## config.mk

```make
export PLATFORM = sky130hd
export DESIGN_NAME = inner_shuffle_ctrl
export DESIGN_NICKNAME = d
export VERILOG_FILES = /design/src/rtl/inner_shuffle_ctrl.sv
export SDC_FILE = /design/constraint.sdc
export NUM_CORES = 1
export LEC_CHECK = 0
export CORE_ASPECT_RATIO = 1.5
export CORE_MARGIN = 5
export CORE_UTILIZATION = 65
export DETAILED_ROUTE_END_ITERATION = 12
export DONT_BUFFER_PORTS = 1
export PLACE_DENSITY = 0.83
export SYNTH_ARGS = -nofsm -noshare
export SYNTH_HDL_FRONTEND = slang
export SYNTH_SLANG_ARGS = --single-unit
```

## constraint.sdc

```tcl
create_clock -name clk -period 4.78 [get_ports clk]
set_input_delay 0.956 -clock clk [delete_from_list [all_inputs] [get_ports clk]]
set_output_delay 0.956 -clock clk [all_outputs]
set_load 0.1 [all_outputs]
```

## src/rtl/inner_shuffle_ctrl.sv

```systemverilog
// Ping-pong tile transposer scheduler for one elasticmem: row-major writes fill a bank,
// column-major read requests drain it, and beats seen on the read-data tap release it.
module inner_shuffle_ctrl #(
    parameter int WIDTH = 8,
    parameter int ROWS  = 4,
    parameter int COLS  = 4,
    parameter int AW    = $clog2(2*ROWS*COLS)
) (
    input  logic             clk,
    input  logic             rst,
    input  logic [WIDTH-1:0] idat,
    input  logic             ivld,
    output logic             irdy,
    output logic [WIDTH-1:0] wr_data,
    output logic [AW-1:0]    wr_addr,
    output logic             wr_en,
    output logic [AW-1:0]    rd_addr,
    output logic             rd_req_vld,
    input  logic             rd_req_rdy,
    input  logic             mon_vld,
    input  logic             mon_rdy,
    output logic [1:0]       bank_full
);
    localparam int TILE = ROWS*COLS;
    localparam int RW   = (ROWS > 1) ? $clog2(ROWS) : 1;
    localparam int CW   = (COLS > 1) ? $clog2(COLS) : 1;
    localparam logic [AW-1:0] TILE_A = AW'(TILE);
    localparam logic [AW-1:0] LAST_A = AW'(TILE-1);
    localparam logic [AW-1:0] COLS_A = AW'(COLS);
    localparam logic [RW-1:0] R_LAST = RW'(ROWS-1);
    localparam logic [CW-1:0] C_LAST = CW'(COLS-1);

    typedef enum logic {R_IDLE, R_ISSUE} rstate_t;
    rstate_t state, state_nxt;

    logic          wb, rb, iss_b;
    logic [1:0]    issued;
    logic [AW-1:0] wr_cnt, beat_cnt, col_base;
    logic [RW-1:0] r;
    logic [CW-1:0] c;
    logic          wr_done, beat, rel, fire, last_req, start, done, nb;

    assign irdy       = rst & ~bank_full[wb];
    assign wr_en      = ivld & irdy;
    assign wr_data    = idat;
    assign wr_addr    = (wb ? TILE_A : '0) + wr_cnt;
    assign wr_done    = wr_en && (wr_cnt == LAST_A);
    assign beat       = mon_vld & mon_rdy;
    assign rel        = beat && (beat_cnt == LAST_A);
    assign rd_req_vld = rst && (state == R_ISSUE);
    assign fire       = rd_req_vld & rd_req_rdy;
    assign last_req   = (r == R_LAST) && (c == C_LAST);

    // On the last request of a tile, chain straight into the other bank if it is ready.
    always_comb begin
        state_nxt = state;
        start     = 1'b0;
        done      = 1'b0;
        nb        = (state == R_ISSUE) ? ~iss_b : iss_b;
        case (state)
            R_IDLE: begin
                if (bank_full[iss_b] && !issued[iss_b]) begin
                    state_nxt = R_ISSUE;
                    start     = 1'b1;
                end
            end
            R_ISSUE: begin
                if (fire && last_req) begin
                    done = 1'b1;
                    if (bank_full[~iss_b] && !issued[~iss_b]) start = 1'b1;
                    else state_nxt = R_IDLE;
                end
            end
            default: state_nxt = R_IDLE;
        endcase
    end

    always_ff @(posedge clk) begin
        if (!rst) begin
            state     <= R_IDLE;
            wb        <= 1'b0;
            rb        <= 1'b0;
            iss_b     <= 1'b0;
            issued    <= 2'b00;
            bank_full <= 2'b00;
            wr_cnt    <= '0;
            beat_cnt  <= '0;
            r         <= '0;
            c         <= '0;
            rd_addr   <= '0;
            col_base  <= '0;
        end else begin
            state <= state_nxt;
            if (wr_en) wr_cnt <= wr_done ? '0 : wr_cnt + AW'(1);
            if (wr_done) wb <= ~wb;
            if (beat) beat_cnt <= rel ? '0 : beat_cnt + AW'(1);
            if (rel) rb <= ~rb;
            if (done) iss_b <= ~iss_b;
            bank_full <= (bank_full | (wr_done ? 2'b01 << wb : 2'b00))
                       & ~(rel ? 2'b01 << rb : 2'b00);
            issued    <= (issued | (done ? 2'b01 << iss_b : 2'b00))
                       & ~(rel ? 2'b01 << rb : 2'b00);
            // Running address: down a column by +COLS, next column restarts from col_base+1.
            if (start) begin
                r        <= '0;
                c        <= '0;
                rd_addr  <= nb ? TILE_A : '0;
                col_base <= nb ? TILE_A : '0;
            end else if (fire) begin
                if (r == R_LAST) begin
                    r        <= '0;
                    c        <= c + CW'(1);
                    rd_addr  <= col_base + AW'(1);
                    col_base <= col_base + AW'(1);
                end else begin
                    r       <= r + RW'(1);
                    rd_addr <= rd_addr + COLS_A;
                end
            end
        end
    end

    // A returning beat must belong to a tile that has been (or is being) issued.
    always_ff @(posedge clk) begin
        if (rst) begin
            assert (!beat || issued[rb] || (state == R_ISSUE && iss_b == rb));
            assert (!(wr_en && bank_full[wb]));
        end
    end
endmodule
```

Yosys cells after proc, flatten, opt, wreduce, memory -nomap -nowiden:

Cells that the tools add are included.

* output and inout bits: 23
* bits in registers: 32
* memories kept: 0
* latch bits: 0
* RAM bits: 0
* ROM bits: 0

* reduce and logical (&&, ||, !) cells: 14
* multiplexer cells: 33
* $mul: 0
* shifts and indexed selects: 3
* bitwise gates (word level): 15
* order comparisons: 3
* eq/ne operators: 4
* add/subtract/negate cells: 7
* divide/modulo/power cells: 0

Operator list (count)
* 5-bit two-way mux: 10
* 1-bit two-way mux: 17
* 5-bit by 1-bit adder with 5-bit output, second input constant: 3
* 5-bit by 4-bit equality test with 1-bit output, second input constant: 2
* 2-bit two-way mux: 4
* 1-bit logical AND: 7
* 1-bit by 2-bit less-than comparator with 1-bit output, second input constant: 3
* 1-bit NOT: 6
* 1-bit by 1-bit << shifter with 2-bit output, first input constant: 3
* 5-bit by 3-bit adder with 5-bit output, second input constant: 1
* 5-bit adder: 1
* 2-bit by 1-bit adder with 2-bit output, second input constant: 2
* 1-bit AND: 4
* 2-bit AND: 2
* 2-bit equality test, second input constant: 2
* 2-bit bitwise OR: 2
* 1-bit case mux with 2 select lines: 2
* 2-bit AND reduction: 2
* 2-bit nonzero test: 2
* 1-bit logical NOT: 2
* 2-bit NOT: 1
* 2-bit OR reduction: 1

Logic depth before layout (Yosys ltp):

Gate-level depths: netlist (run 1).

* depth after elaboration: 10
* depth in mapped cells: 7
* depth with buffers taken out: 6

Least setup slack after synthesis (run 1):

OpenSTA, ideal clock, no wires.

* path type: input-to-output
* start: input rst
* end: output rd_req_vld
* buffers on the path: 1
* path slack: 1.961 ns
* data arrival time: 1.863 ns
* stages: 2
* path through: buf_4 -> and2_1

* word-level cells in the longest chain between the ends: 1

RTL lines
* start: declaration: RTL line 10 `input logic rst,`
* 1-bit logical AND: RTL line 50 `assign rd_req_vld = rst && (state == R_ISSUE);`
* end: declaration: RTL line 18 `output logic rd_req_vld,`

No other way between the ends.

Worst setup path in the final report (run 1):

* start: register bank_full[1]
* end: output wr_en

* word-level cells in the longest chain between the ends: 5

RTL lines
* start: declaration: RTL line 22 `output logic [1:0] bank_full`
* start signal: assignment: RTL line 99 `bank_full <= (bank_full | (wr_done ? 2'b01 << wb : 2'b00))`
* 1-bit two-way mux (implied by the code) (2 in a row): RTL line 43 `assign irdy = rst & ~bank_full[wb];`
* 1-bit NOT: RTL line 43
* 1-bit AND: RTL line 43
* 1-bit AND: RTL line 44 `assign wr_en = ivld & irdy;`
* end: declaration: RTL line 16 `output logic wr_en,`

No other way between the ends. The select of a mux whose other input is x is not followed.

==> results.txt, run 1 <==
----------------------------------------------------
[Floorplanning]
  Area of the die ... between 3000 and 4000 sq um
  Total I/O pin count ... 37
  Chip width ... roughly 50 um
  Cell row count ... 22
  Starting density of the core ... about two thirds
  Die H ... between 70 and 80 um
  Placeable core area ... between 2000 and 2500 sq um

[Logic synthesis]
  Sequential-to-total area share from yosys stat ... 38.10%
  Yosys warns ... 0
  Net Count, Synth ... 206
  Synth Register Bits ... 32
  Number of flops mapped to enable cells by yosys ... 0
  Post-synthesis cell type count ... 45
  Average cell area after synthesis ... 9.090 sq um
  Cell area after synthesis ... 1682 sq um
  Gate count after technology mapping ... 185
  Top flip-flop cell by instance count after synthesis ... sky130_fd_sc_hd__dfxtp_1
  Share of flip-flops with an asynchronous set or reset after synthesis ... 0%

[Layout]
  Final cell count without fillers ... ~200
  Diode count ... 0
  Number of nets in the finished design ... about 190
  Fraction of layout instances using a drive strength above 1 ... approximately 11%
  P&R area growth vs syn ... -1.116%

[Clock tree]
  Maximum level of the CTS H-tree ... 2
  Clock buffer count from CTS ... 5
  CTS root buffer ... sky130_fd_sc_hd__clkbuf_4
  Skew-Pair Late Insertion Delay ... around 0.34 ns
  Post-CTS setup-driven buffer insertion count ... 0
  Sink count of the clock tree ... 32
  Total of hold buffers inserted after clock tree synthesis ... 0
  Clock transition at the registers of the reported paths ... 0.10 ns
  Maximum root-to-sink buffer count ... 2
  Count of cells resized by post-cts repair ... 0
  CTS tree ... built

[Route]
  First-pass iteration count of the detailed router ... 7
  Detailed-route DRC error count ... 0
  Via density per instance ... 6.213
  Overall routed net length ... about 3000 um
  DRC marker count from the first detailed-route iteration ... 27
  Via Count ... approximately 1200
  Final antenna-violating net count ... 0
  Routed wirelength normalized by instance count ... 15.20 um

[STA]
  Setup-failing EPs final ... 0
  Pins over their slew limit ... 0
  Worst-case headroom to the max-slew limit ... between 20% and 30%
  Min setup slack post-route ... roughly 1.6 ns
  Final critical path time including I/O delays and setup ... about 3.2 ns
  Aggregate negative setup slack ... 0 ns
  Final number of hold-violating endpoints ... 0
  Unrepaired setup endpoints after global routing ... false
  Slew @ Worst Pin ... between 1 and 1.5 ns
  Highest clock frequency the design can meet ... roughly 310 MHz
  Worst clock skew ... 0.007603 ns
  Part of the cycle the worst path needs ... roughly 66%

[Run status]
  Run status ... finished clean

[Place]
  Number of placed cells counting well taps ... ~190
  Final HPWL from detailed placement ... about 2100 um
  Final weighted congestion in routability-driven placement ... 0.7620
  I/O Buffers ... 0
  Post-Place Setup Slack ... slightly below 2 ns

[Power]
  Power density cells ... just under 300 nW/um^2
  Standby leakage power ... 0.6265 nW
  Sequential group share of total power ... a little under three fifths
  Pint ... between 300 and 400 uW
  Proportion of total power due to net switching ... a little under a quarter
  Combinational fraction of design power ... 3.5%
  Clk pwr share ... slightly above 40%
  Net switching power of the design ... between 100 and 150 uW
  Worst ir drop on vdd ... roughly 0.25 mV

[Setup path]
  Worst Setup Path Type ... register to output port
  Kind of start point of the critical path ... register
  Max FO, Critical Path ... 10
  Slack of the worst reg-to-reg path ... roughly 2.2 ns
  Crit end category ... output port
  Arrival time worst endpoint ... approximately 2.2 ns
  Req. time, crit path ... roughly 3.8 ns

[Global routing]
  Gr ovfl total ... 0
  Number of global-route vias before repair ... roughly 1200
  Initial antenna violation count ... 0
  Total track usage ... 18.74%
  Global-route wire length before repair ... about 5300 um
  Pin count of the biggest net entering global routing ... 28

[Job]
  Number of maximum-capacitance constraint violations ... 0

[Min path]
  Kind of path behind the tightest hold check ... register to register

----------------------------------------------------
state kept, by name, indices dropped and copies added (netlist names):
register   count
rd_addr        5
issued         2
iss_b          1
state          1
wb             1
beat_cnt       5
bank_full      2
rb             1
wr_cnt         5
col_base       5
c              2
r              2
cells in the mapped netlist (3+ instances only):
library cell / number / area, sq um
sky130_fd_sc_hd__xor2_1: 5 / 43.79
sky130_fd_sc_hd__nand3_1: 6 / 30.03
sky130_fd_sc_hd__nor2_1: 13 / 48.80
sky130_fd_sc_hd__clkbuf_1: 3 / 11.26
sky130_fd_sc_hd__xnor2_1: 9 / 78.83
sky130_fd_sc_hd__and2_1: 6 / 37.54
sky130_fd_sc_hd__ha_1: 7 / 87.58
sky130_fd_sc_hd__o21a_1: 3 / 22.52
sky130_fd_sc_hd__nand2_1: 15 / 56.30
sky130_fd_sc_hd__inv_1: 5 / 18.77
sky130_fd_sc_hd__a21oi_1: 11 / 55.05
sky130_fd_sc_hd__buf_4: 13 / 97.59
sky130_fd_sc_hd__o21ai_0: 4 / 20.02
sky130_fd_sc_hd__nand4_1: 4 / 25.02
sky130_fd_sc_hd__nor2b_1: 4 / 25.02
sky130_fd_sc_hd__a21boi_0: 4 / 30.03
sky130_fd_sc_hd__or3_1: 3 / 18.77
sky130_fd_sc_hd__dfxtp_1: 32 / 640.6
sky130_fd_sc_hd__buf_2: 4 / 20.02
metal layers:
metal | vias to the layer above | track usage (%) | part of all wire (%)
met3 | 6 | 9.446 | 7.2
li1 | 609 | - | -
met1 | 572 | 20.60 | 42
met4 | 0 | 9.913 | 2.0
met5 | - | 0 | 0
met2 | 37 | 29.18 | 49
layout make-up:
cell class	instances	area (sq um)
Clock buffer	6	41.29
Clock inverter	2	35.03
Fill cell	202	814.5
Inverter	5	18.77
Multi-Input combinational cell	127	889.6
Sequential cell	32	640.6
Tap cell	24	30.03
Timing Repair Buffer	1	7.507
cells by family after synthesis:
logic type	Yosys count	synth area share, %
adder cells (fa/ha/maj)	7	5.208
buffers and inverters	26	9.449
flip-flops	32	38.09
multiplexers	3	2.530
XOR/XNOR	14	7.292
AND/OR/NAND/NOR	64	20.68
AO/OA/AOI/OAI	39	16.74
power groups by stage:
stage	Clock, mW	Sequential [mW]	Combinational [mW]
after floorplan	0	0.276	0.0577
after global placement	0	0.282	0.0167
after detailed placement	0	0.283	0.0175
after CTS	0.209	0.276	0.0176
after global routing	0.220	0.277	0.0192
final	0.202	0.276	0.0175
per-stage QoR:
step / total power [mW] / util, % / hold slack (ns) / instance area (sq um)
final: 0.4960 / 67.12 / 0.4758 / 1663
after global routing: 0.5163 / 67.12 / 0.5023 / 1663
after CTS: 0.5028 / 67.12 / 0.4779 / 1663
after detailed placement: 0.3001 / 64.04 / 0.4632 / 1587
after global placement: 0.2992 / 64.04 / 0.4481 / 1587
after floorplan: 0.3335 / - / 0.4400 / 1682
critical path: stages, from the launching register on:
cell and delay, ns:
sky130_fd_sc_hd__dfxtp_1 0.71, sky130_fd_sc_hd__mux2i_4 0.38, sky130_fd_sc_hd__nand3_4 0.15, sky130_fd_sc_hd__inv_1 0.63
placed cells by master, fill, tap and decap left out, types with 2 or more instances in the layout:
master / n
sky130_fd_sc_hd__clkbuf_4: 5
sky130_fd_sc_hd__a21oi_1: 11
sky130_fd_sc_hd__xor2_1: 4
sky130_fd_sc_hd__a311oi_2: 2
sky130_fd_sc_hd__nor3b_1: 2
sky130_fd_sc_hd__dfxtp_1: 32
sky130_fd_sc_hd__nand2_1: 15
sky130_fd_sc_hd__a31oi_1: 2
sky130_fd_sc_hd__o221a_2: 2
sky130_fd_sc_hd__o21ai_0: 4
sky130_fd_sc_hd__a21boi_1: 2
sky130_fd_sc_hd__or3_1: 3
sky130_fd_sc_hd__nand3_1: 6
sky130_fd_sc_hd__ha_1: 7
sky130_fd_sc_hd__mux2i_1: 2
sky130_fd_sc_hd__nor2b_1: 4
sky130_fd_sc_hd__and2_1: 6
sky130_fd_sc_hd__xnor2_1: 9
sky130_fd_sc_hd__o221ai_1: 2
sky130_fd_sc_hd__a21boi_0: 4
sky130_fd_sc_hd__o21a_1: 3
sky130_fd_sc_hd__and3_1: 2
sky130_fd_sc_hd__nand4_1: 4
sky130_fd_sc_hd__inv_1: 5
sky130_fd_sc_hd__nor2_1: 13
final timing paths:
check	endpoint	depth (start not counted)	start
min	r[0]$_SDFFE_PP0P_	2	r[0]$_SDFFE_PP0P_
max reg2reg	r[1]$_SDFFE_PP0P_	4	bank_full[0]$_SDFF_PN0_
max	wr_en	3	bank_full[1]$_SDFF_PN0_
min reg2reg	r[0]$_SDFFE_PP0P_	2	r[0]$_SDFFE_PP0P_
No activity file was read; power rests on OpenSTA's default activity.
==> run 2: changes to the inputs <==
--- a/config.mk
+++ b/config.mk
@@ -7,10 +7,10 @@
 export LEC_CHECK = 0
 export CORE_ASPECT_RATIO = 1.5
 export CORE_MARGIN = 5
-export CORE_UTILIZATION = 65
+export CORE_UTILIZATION = 56
 export DETAILED_ROUTE_END_ITERATION = 12
 export DONT_BUFFER_PORTS = 1
-export PLACE_DENSITY = 0.83
+export PLACE_DENSITY = 0.76
 export SYNTH_ARGS = -nofsm -noshare
 export SYNTH_HDL_FRONTEND = slang
 export SYNTH_SLANG_ARGS = --single-unit
==> constraint.sdc (replaced) <==
create_clock -name clk -period 2.7 [get_ports clk]
set_input_delay 0.54 -clock clk [delete_from_list [all_inputs] [get_ports clk]]
set_output_delay 0.54 -clock clk [all_outputs]
set_load 0.1 [all_outputs]
==> run 2 against run 1 <==
Final area increased by 9.1%. Core utilization decreased by 4.8 points. Largest cell class unchanged. Worst setup slack lost 1.1 ns. Register-to-register slack got worse by 1.5 ns. Clock-buffer cell count fell by 1. Sequential power up 73%. Wire length rose by 3.6%. Critical path depth is 1 lower. Non-clock buffer count increased by 13. Flip-flop and latch count unchanged.
==> results.txt, run 2 (synthesis gave the netlist of run 1 again) <==
----------------------------------------------------
[Place]
  Final weighted congestion in routability-driven placement ... roughly 0.75
  Post-Place Setup Slack ... approximately 0.73 ns
  I/O Buffers ... 0
  Final HPWL from detailed placement ... between 2000 and 2500 um

[Global routing]
  Global-route wire length before repair ... slightly above 5000 um
  Total track usage ... between 15 and 20%
  Number of global-route vias before repair ... 1193
  Pin count of the biggest net entering global routing ... 28
  Initial antenna violation count ... 0
  Gr ovfl total ... 0

[STA]
  Highest clock frequency the design can meet ... approximately 460 MHz
  Worst-case headroom to the max-slew limit ... roughly a third
  Setup-failing EPs final ... 0
  Final number of hold-violating endpoints ... 0
  Unrepaired setup endpoints after global routing ... false
  Aggregate negative setup slack ... 0 ns
  Min setup slack post-route ... between 0.5 and 0.6 ns
  Part of the cycle the worst path needs ... about four fifths
  Final critical path time including I/O delays and setup ... around 2.2 ns
  Worst clock skew ... slightly below 0.005 ns
  Slew @ Worst Pin ... 1.003 ns
  Pins over their slew limit ... 0
  Final hold slack ... between 0.3 and 0.4 ns

[Layout]
  Area used by multi-input combinational logic ... roughly 890 sq um
  Diode count ... 0
  Fraction of layout instances using a drive strength above 1 ... 17.74%
  P&R area growth vs syn ... 7.887%
  Post-route core utilization ... between 60% and 70%
  Number of inserted filler cells in the final layout ... 267
  Most common library cell in the layout ignoring fill and taps ... sky130_fd_sc_hd__dfxtp_1
  Number of nets in the finished design ... roughly 210
  Area taken by flip-flops and latches ... ~640 sq um
  Most frequent cells in the layout ... sky130_fd_sc_hd__dfxtp_1, sky130_fd_sc_hd__nand2_1, sky130_fd_sc_hd__buf_4

[Setup path]
  Max FO, Critical Path ... 5
  Kind of start point of the critical path ... register
  Largest incremental delay on the critical path ... 0.51 ns
  Beginning of the worst register-to-register path ... r[0]$_SDFFE_PP0P_
  Req. time, crit path ... 2.16 ns
  Slack of the worst reg-to-reg path ... about 0.74 ns
  Ordered list of cells on the worst path ... mux2i_4 -> and2_2
  Worst Setup Path Type ... register to output port
  CP max stage cell ... sky130_fd_sc_hd__and2_2
  Crit end category ... output port
  Arrival time worst endpoint ... between 1.5 and 2 ns
  Beginning of the critical path ... wb$_SDFFE_PN0N_

[Route]
  Final antenna-violating net count ... 0
  Via density per instance ... between 5 and 6
  Routed wirelength normalized by instance count ... ~14 um
  First-pass iteration count of the detailed router ... 4
  DRC marker count from the first detailed-route iteration ... 17
  Detailed-route DRC error count ... 0
  Via Count ... 1220
  Overall routed net length ... ~3100 um

[Clock tree]
  Count of cells resized by post-cts repair ... 0
  Post-CTS setup-driven buffer insertion count ... 0
  Skew-Pair Late Insertion Delay ... ~0.28 ns
  Sink count of the clock tree ... 32
  Clock buffer count from CTS ... 5
  Maximum level of the CTS H-tree ... 2
  Clock transition at the registers of the reported paths ... about 0.070 ns
  CTS root buffer ... sky130_fd_sc_hd__clkbuf_8
  Total of hold buffers inserted after clock tree synthesis ... 0
  Maximum root-to-sink buffer count ... 2
  CTS tree ... built

[Min path]
  Kind of path behind the tightest hold check ... input pin to register
  Launch point of the worst hold path ... rst

[Floorplanning]
  Chip width ... roughly 55 um
  Placeable core area ... 2913 sq um
  Starting density of the core ... 57.73%
  Area of the die ... roughly 4200 sq um
  Die H ... just under 80 um
  Cell row count ... 24
  Total I/O pin count ... 37

[Power]
  Worst ir drop on vdd ... between 0.3 and 0.4 mV
  Power density cells ... about 540 nW/um^2
  Power after layout ... around 980 uW
  Standby leakage power ... approximately 0.7 nW

[Job]
  Number of maximum-capacitance constraint violations ... 0

[Run status]
  Run status ... finished clean

----------------------------------------------------
run 2: cell count changes in the layout (fill, tap and decap cells not counted), sizes merged:
cell and change:
clkinvlp +1, buf +13, clkbuf -1
run 2: layer usage:
metal / up-vias / global-route usage (%) / part of all wire (%)
li1: 634 / - / -
met1: 557 / 16.65 / 40
met2: 27 / 28.20 / 53
met3: 2 / 6.008 / 6.1
met4: 0 / 7.731 / 1.0
met5: - / 0 / 0
run 2: power breakdown:
group	internal, mW	leakage, nW	total, mW	switching (mW)
clock network	0.273	0.0541	0.454	0.181
registers	0.475	0.258	0.477	0.00216
logic	0.0126	0.396	0.0476	0.0350
total	0.760	0.708	0.978	0.218
run 2: worst max-delay path: cells and delay by family, from the launching register on:
family	cells	cell delay [ns]
AND/OR/NAND/NOR	1	0.51
flip-flops	1	0.50
multiplexers	1	0.33
run 2: path summary, 6_finish.rpt:
kind | to | depth (start not counted)
worst max-delay path | irdy | 2
worst min-delay path | iss_b$_SDFFE_PN0N_ | 1
worst max register to register | rd_addr[0]$_SDFFE_PN0P_ | 6
worst min register to register | rd_addr[1]$_SDFFE_PN0P_ | 2
run 2: per-stage QoR:
stage | cell area, sq um | cells
2_1_floorplan | 1682 | 185
3_3_place_gp | 1703 | 217
3_5_place_dp | 1703 | 217
4_1_cts | 1814 | 225
5_1_grt | 1814 | 225
6_report | 1814 | 225
run 2: layout make-up:
cell class	instances	area share [%]
timing repair buffer	14	5.793
tap	39	2.690
inverter	5	1.034
clock inverter	3	2.345
clock buffer	5	3.793
multi-input combinational	127	49.03
sequential	32	35.31
==> run 3: changes to the inputs <==
==> constraint.sdc (replaced) <==
create_clock -name clk -period 1.8 [get_ports clk]
set_input_delay 0.36 -clock clk [delete_from_list [all_inputs] [get_ports clk]]
set_output_delay 0.36 -clock clk [all_outputs]
set_load 0.1 [all_outputs]
==> run 3 against run 2 <==
Combinational power is 75% higher. Sequential power is 50% higher. Register-to-register slack worse by 0.63 ns. Clock-buffer cell count did not move. Cell count increased by 3.6%. Largest cell class unchanged. Largest power group unchanged.
==> results.txt, run 3 (synthesis gave the netlist of run 1 again) <==
----------------------------------------------------
[STA]
  Aggregate negative setup slack ... 0 ns
  Highest clock frequency the design can meet ... roughly 580 MHz
  Final number of hold-violating endpoints ... 0
  Min setup slack post-route ... ~0.073 ns
  Worst-case headroom to the max-slew limit ... 78.66%
  Final critical path time including I/O delays and setup ... around 1.7 ns
  Pins over their slew limit ... 0
  Final hold slack ... around 0.2 ns
  Part of the cycle the worst path needs ... between 90% and 100%
  Worst clock skew ... approximately 0.005 ns
  Unrepaired setup endpoints after global routing ... false
  Setup-failing EPs final ... 0
  Slew @ Worst Pin ... 0.3201 ns

[Power]
  Standby leakage power ... roughly 0.75 nW
  Worst ir drop on vdd ... around 0.74 mV
  Power density cells ... between 700 and 800 nW/um^2

[Floorplanning]
  Chip width ... between 50 and 60 um
  Starting density of the core ... between 50% and 60%
  Placeable core area ... just under 3000 sq um
  Area of the die ... between 4000 and 5000 sq um
  Total I/O pin count ... 37
  Die H ... about 77 um
  Cell row count ... 24

[Layout]
  Diode count ... 0
  Final cell count without fillers ... 233
  Post-route core utilization ... between 60% and 70%
  Area used by multi-input combinational logic ... slightly below 900 sq um
  Fraction of layout instances using a drive strength above 1 ... 24.23%
  Number of nets in the finished design ... 214
  Most common library cell in the layout ignoring fill and taps ... sky130_fd_sc_hd__dfxtp_1
  Number of inserted filler cells in the final layout ... 259
  Area taken by flip-flops and latches ... 646.9 sq um
  Most frequent cells in the layout ... sky130_fd_sc_hd__dfxtp_1, sky130_fd_sc_hd__buf_4, sky130_fd_sc_hd__nand2_1
  P&R area growth vs syn ... 13.54%

[Route]
  Detailed-route DRC error count ... 0
  Overall routed net length ... 3272 um
  Via density per instance ... ~5.6
  Final antenna-violating net count ... 0
  Routed wirelength normalized by instance count ... 14.04 um
  DRC marker count from the first detailed-route iteration ... 32
  First-pass iteration count of the detailed router ... 4
  Via Count ... ~1300

[Place]
  I/O Buffers ... 0
  Post-Place Setup Slack ... 0.1219 ns
  Final HPWL from detailed placement ... between 2000 and 2500 um
  Number of placed cells counting well taps ... 224
  Final weighted congestion in routability-driven placement ... approximately 0.84

[Clock tree]
  Clock transition at the registers of the reported paths ... 0.07 ns
  Total of hold buffers inserted after clock tree synthesis ... 0
  Skew-Pair Late Insertion Delay ... a little under 0.3 ns
  Maximum root-to-sink buffer count ... 2
  Sink count of the clock tree ... 32
  Clock buffer count from CTS ... 5
  CTS root buffer ... sky130_fd_sc_hd__clkbuf_8
  CTS tree ... built
  Maximum level of the CTS H-tree ... 2

[Setup path]
  Crit end category ... output port
  Worst Setup Path Type ... register to output port
  Req. time, crit path ... between 1 and 1.5 ns
  Kind of start point of the critical path ... register
  Max FO, Critical Path ... 10
  Arrival time worst endpoint ... around 1.4 ns

[Global routing]
  Met1 routing resource usage after global routing ... 19.30%
  Global routing met2 resource utilization ... 28.44%
  Gr ovfl total ... 0
  Global-route met3 utilization ... roughly 5.8%
  Global-route wire length before repair ... roughly 5400 um
  Total track usage ... ~17%
  Initial antenna violation count ... 0
  Number of global-route vias before repair ... roughly 1300
  Pin count of the biggest net entering global routing ... 28
  GR peak layer ... met2

[Min path]
  Kind of path behind the tightest hold check ... input pin to register

[Job]
  Number of maximum-capacitance constraint violations ... 0

[Run status]
  Run status ... finished clean

----------------------------------------------------
[run 3: cell types whose count changed in the layout (fill, tap and decap cells not counted)]
cell and change:
sky130_fd_sc_hd__dfxtp_1 -5, sky130_fd_sc_hd__buf_4 +6, sky130_fd_sc_hd__inv_1 -1, sky130_fd_sc_hd__buf_12 +2, sky130_fd_sc_hd__dfxtp_2 +5, sky130_fd_sc_hd__clkinvlp_4 +1
[run 3: area by class of cell]
| type | instances | share of cell area [%] |
|---|---|---|
| multi-input cells | 127 | 46.59 |
| flip-flops and latches | 32 | 33.88 |
| repair buffers | 22 | 9.961 |
| clock buffers | 5 | 3.604 |
| well taps | 39 | 2.556 |
| clock inverters | 3 | 2.228 |
| inverters | 5 | 1.180 |
[run 3: metal layers]
layer | up-vias | part of all wire (%)
met5 | - | 0
met4 | 0 | 1.8
met3 | 6 | 5.5
met2 | 27 | 52
met1 | 617 | 41
li1 | 656 | -
[run 3: final timing paths]
path | slack, ns | to | depth (start not counted) | start
max | 0.07 | wr_en | 4 | wb$_SDFFE_PN0N_
min | 0.20 | beat_cnt[2]$_SDFFE_PN0N_ | 1 | rst
max reg2reg | 0.11 | wr_cnt[3]$_SDFFE_PN0P_ | 5 | wr_cnt[0]$_SDFFE_PN0P_
min reg2reg | 0.47 | c[1]$_SDFFE_PP0P_ | 2 | c[1]$_SDFFE_PP0P_
[run 3: repair_timing]
item                                    in CTS  in global routing
buffers inserted                             0                  1
gates resized for setup                      0                  1
endpoints found under the setup margin       0                  1
[run 3: worst max-delay path: stages, from the launching register on]
cell and delay (ns):
sky130_fd_sc_hd__dfxtp_2 0.36, sky130_fd_sc_hd__mux2i_4 0.28, sky130_fd_sc_hd__nand3_4 0.16, sky130_fd_sc_hd__clkinvlp_4 0.12, sky130_fd_sc_hd__buf_12 0.17
[run 3: stage by stage]
step           instance area [sq um]  total power, mW
2_1_floorplan                   1698           0.8866
3_3_place_gp                    1789           0.8130
3_5_place_dp                    1789           0.8152
4_1_cts                         1901            1.494
5_1_grt                         1909            1.536
6_report                        1909            1.477
[run 3: report_power, final]
part / total (mW) / switching (mW) / internal (mW)
sequential: 0.715 / 0.00308 / 0.712
combinational: 0.0833 / 0.0553 / 0.0279
clock: 0.679 / 0.269 / 0.409
total: 1.48 / 0.328 / 1.15
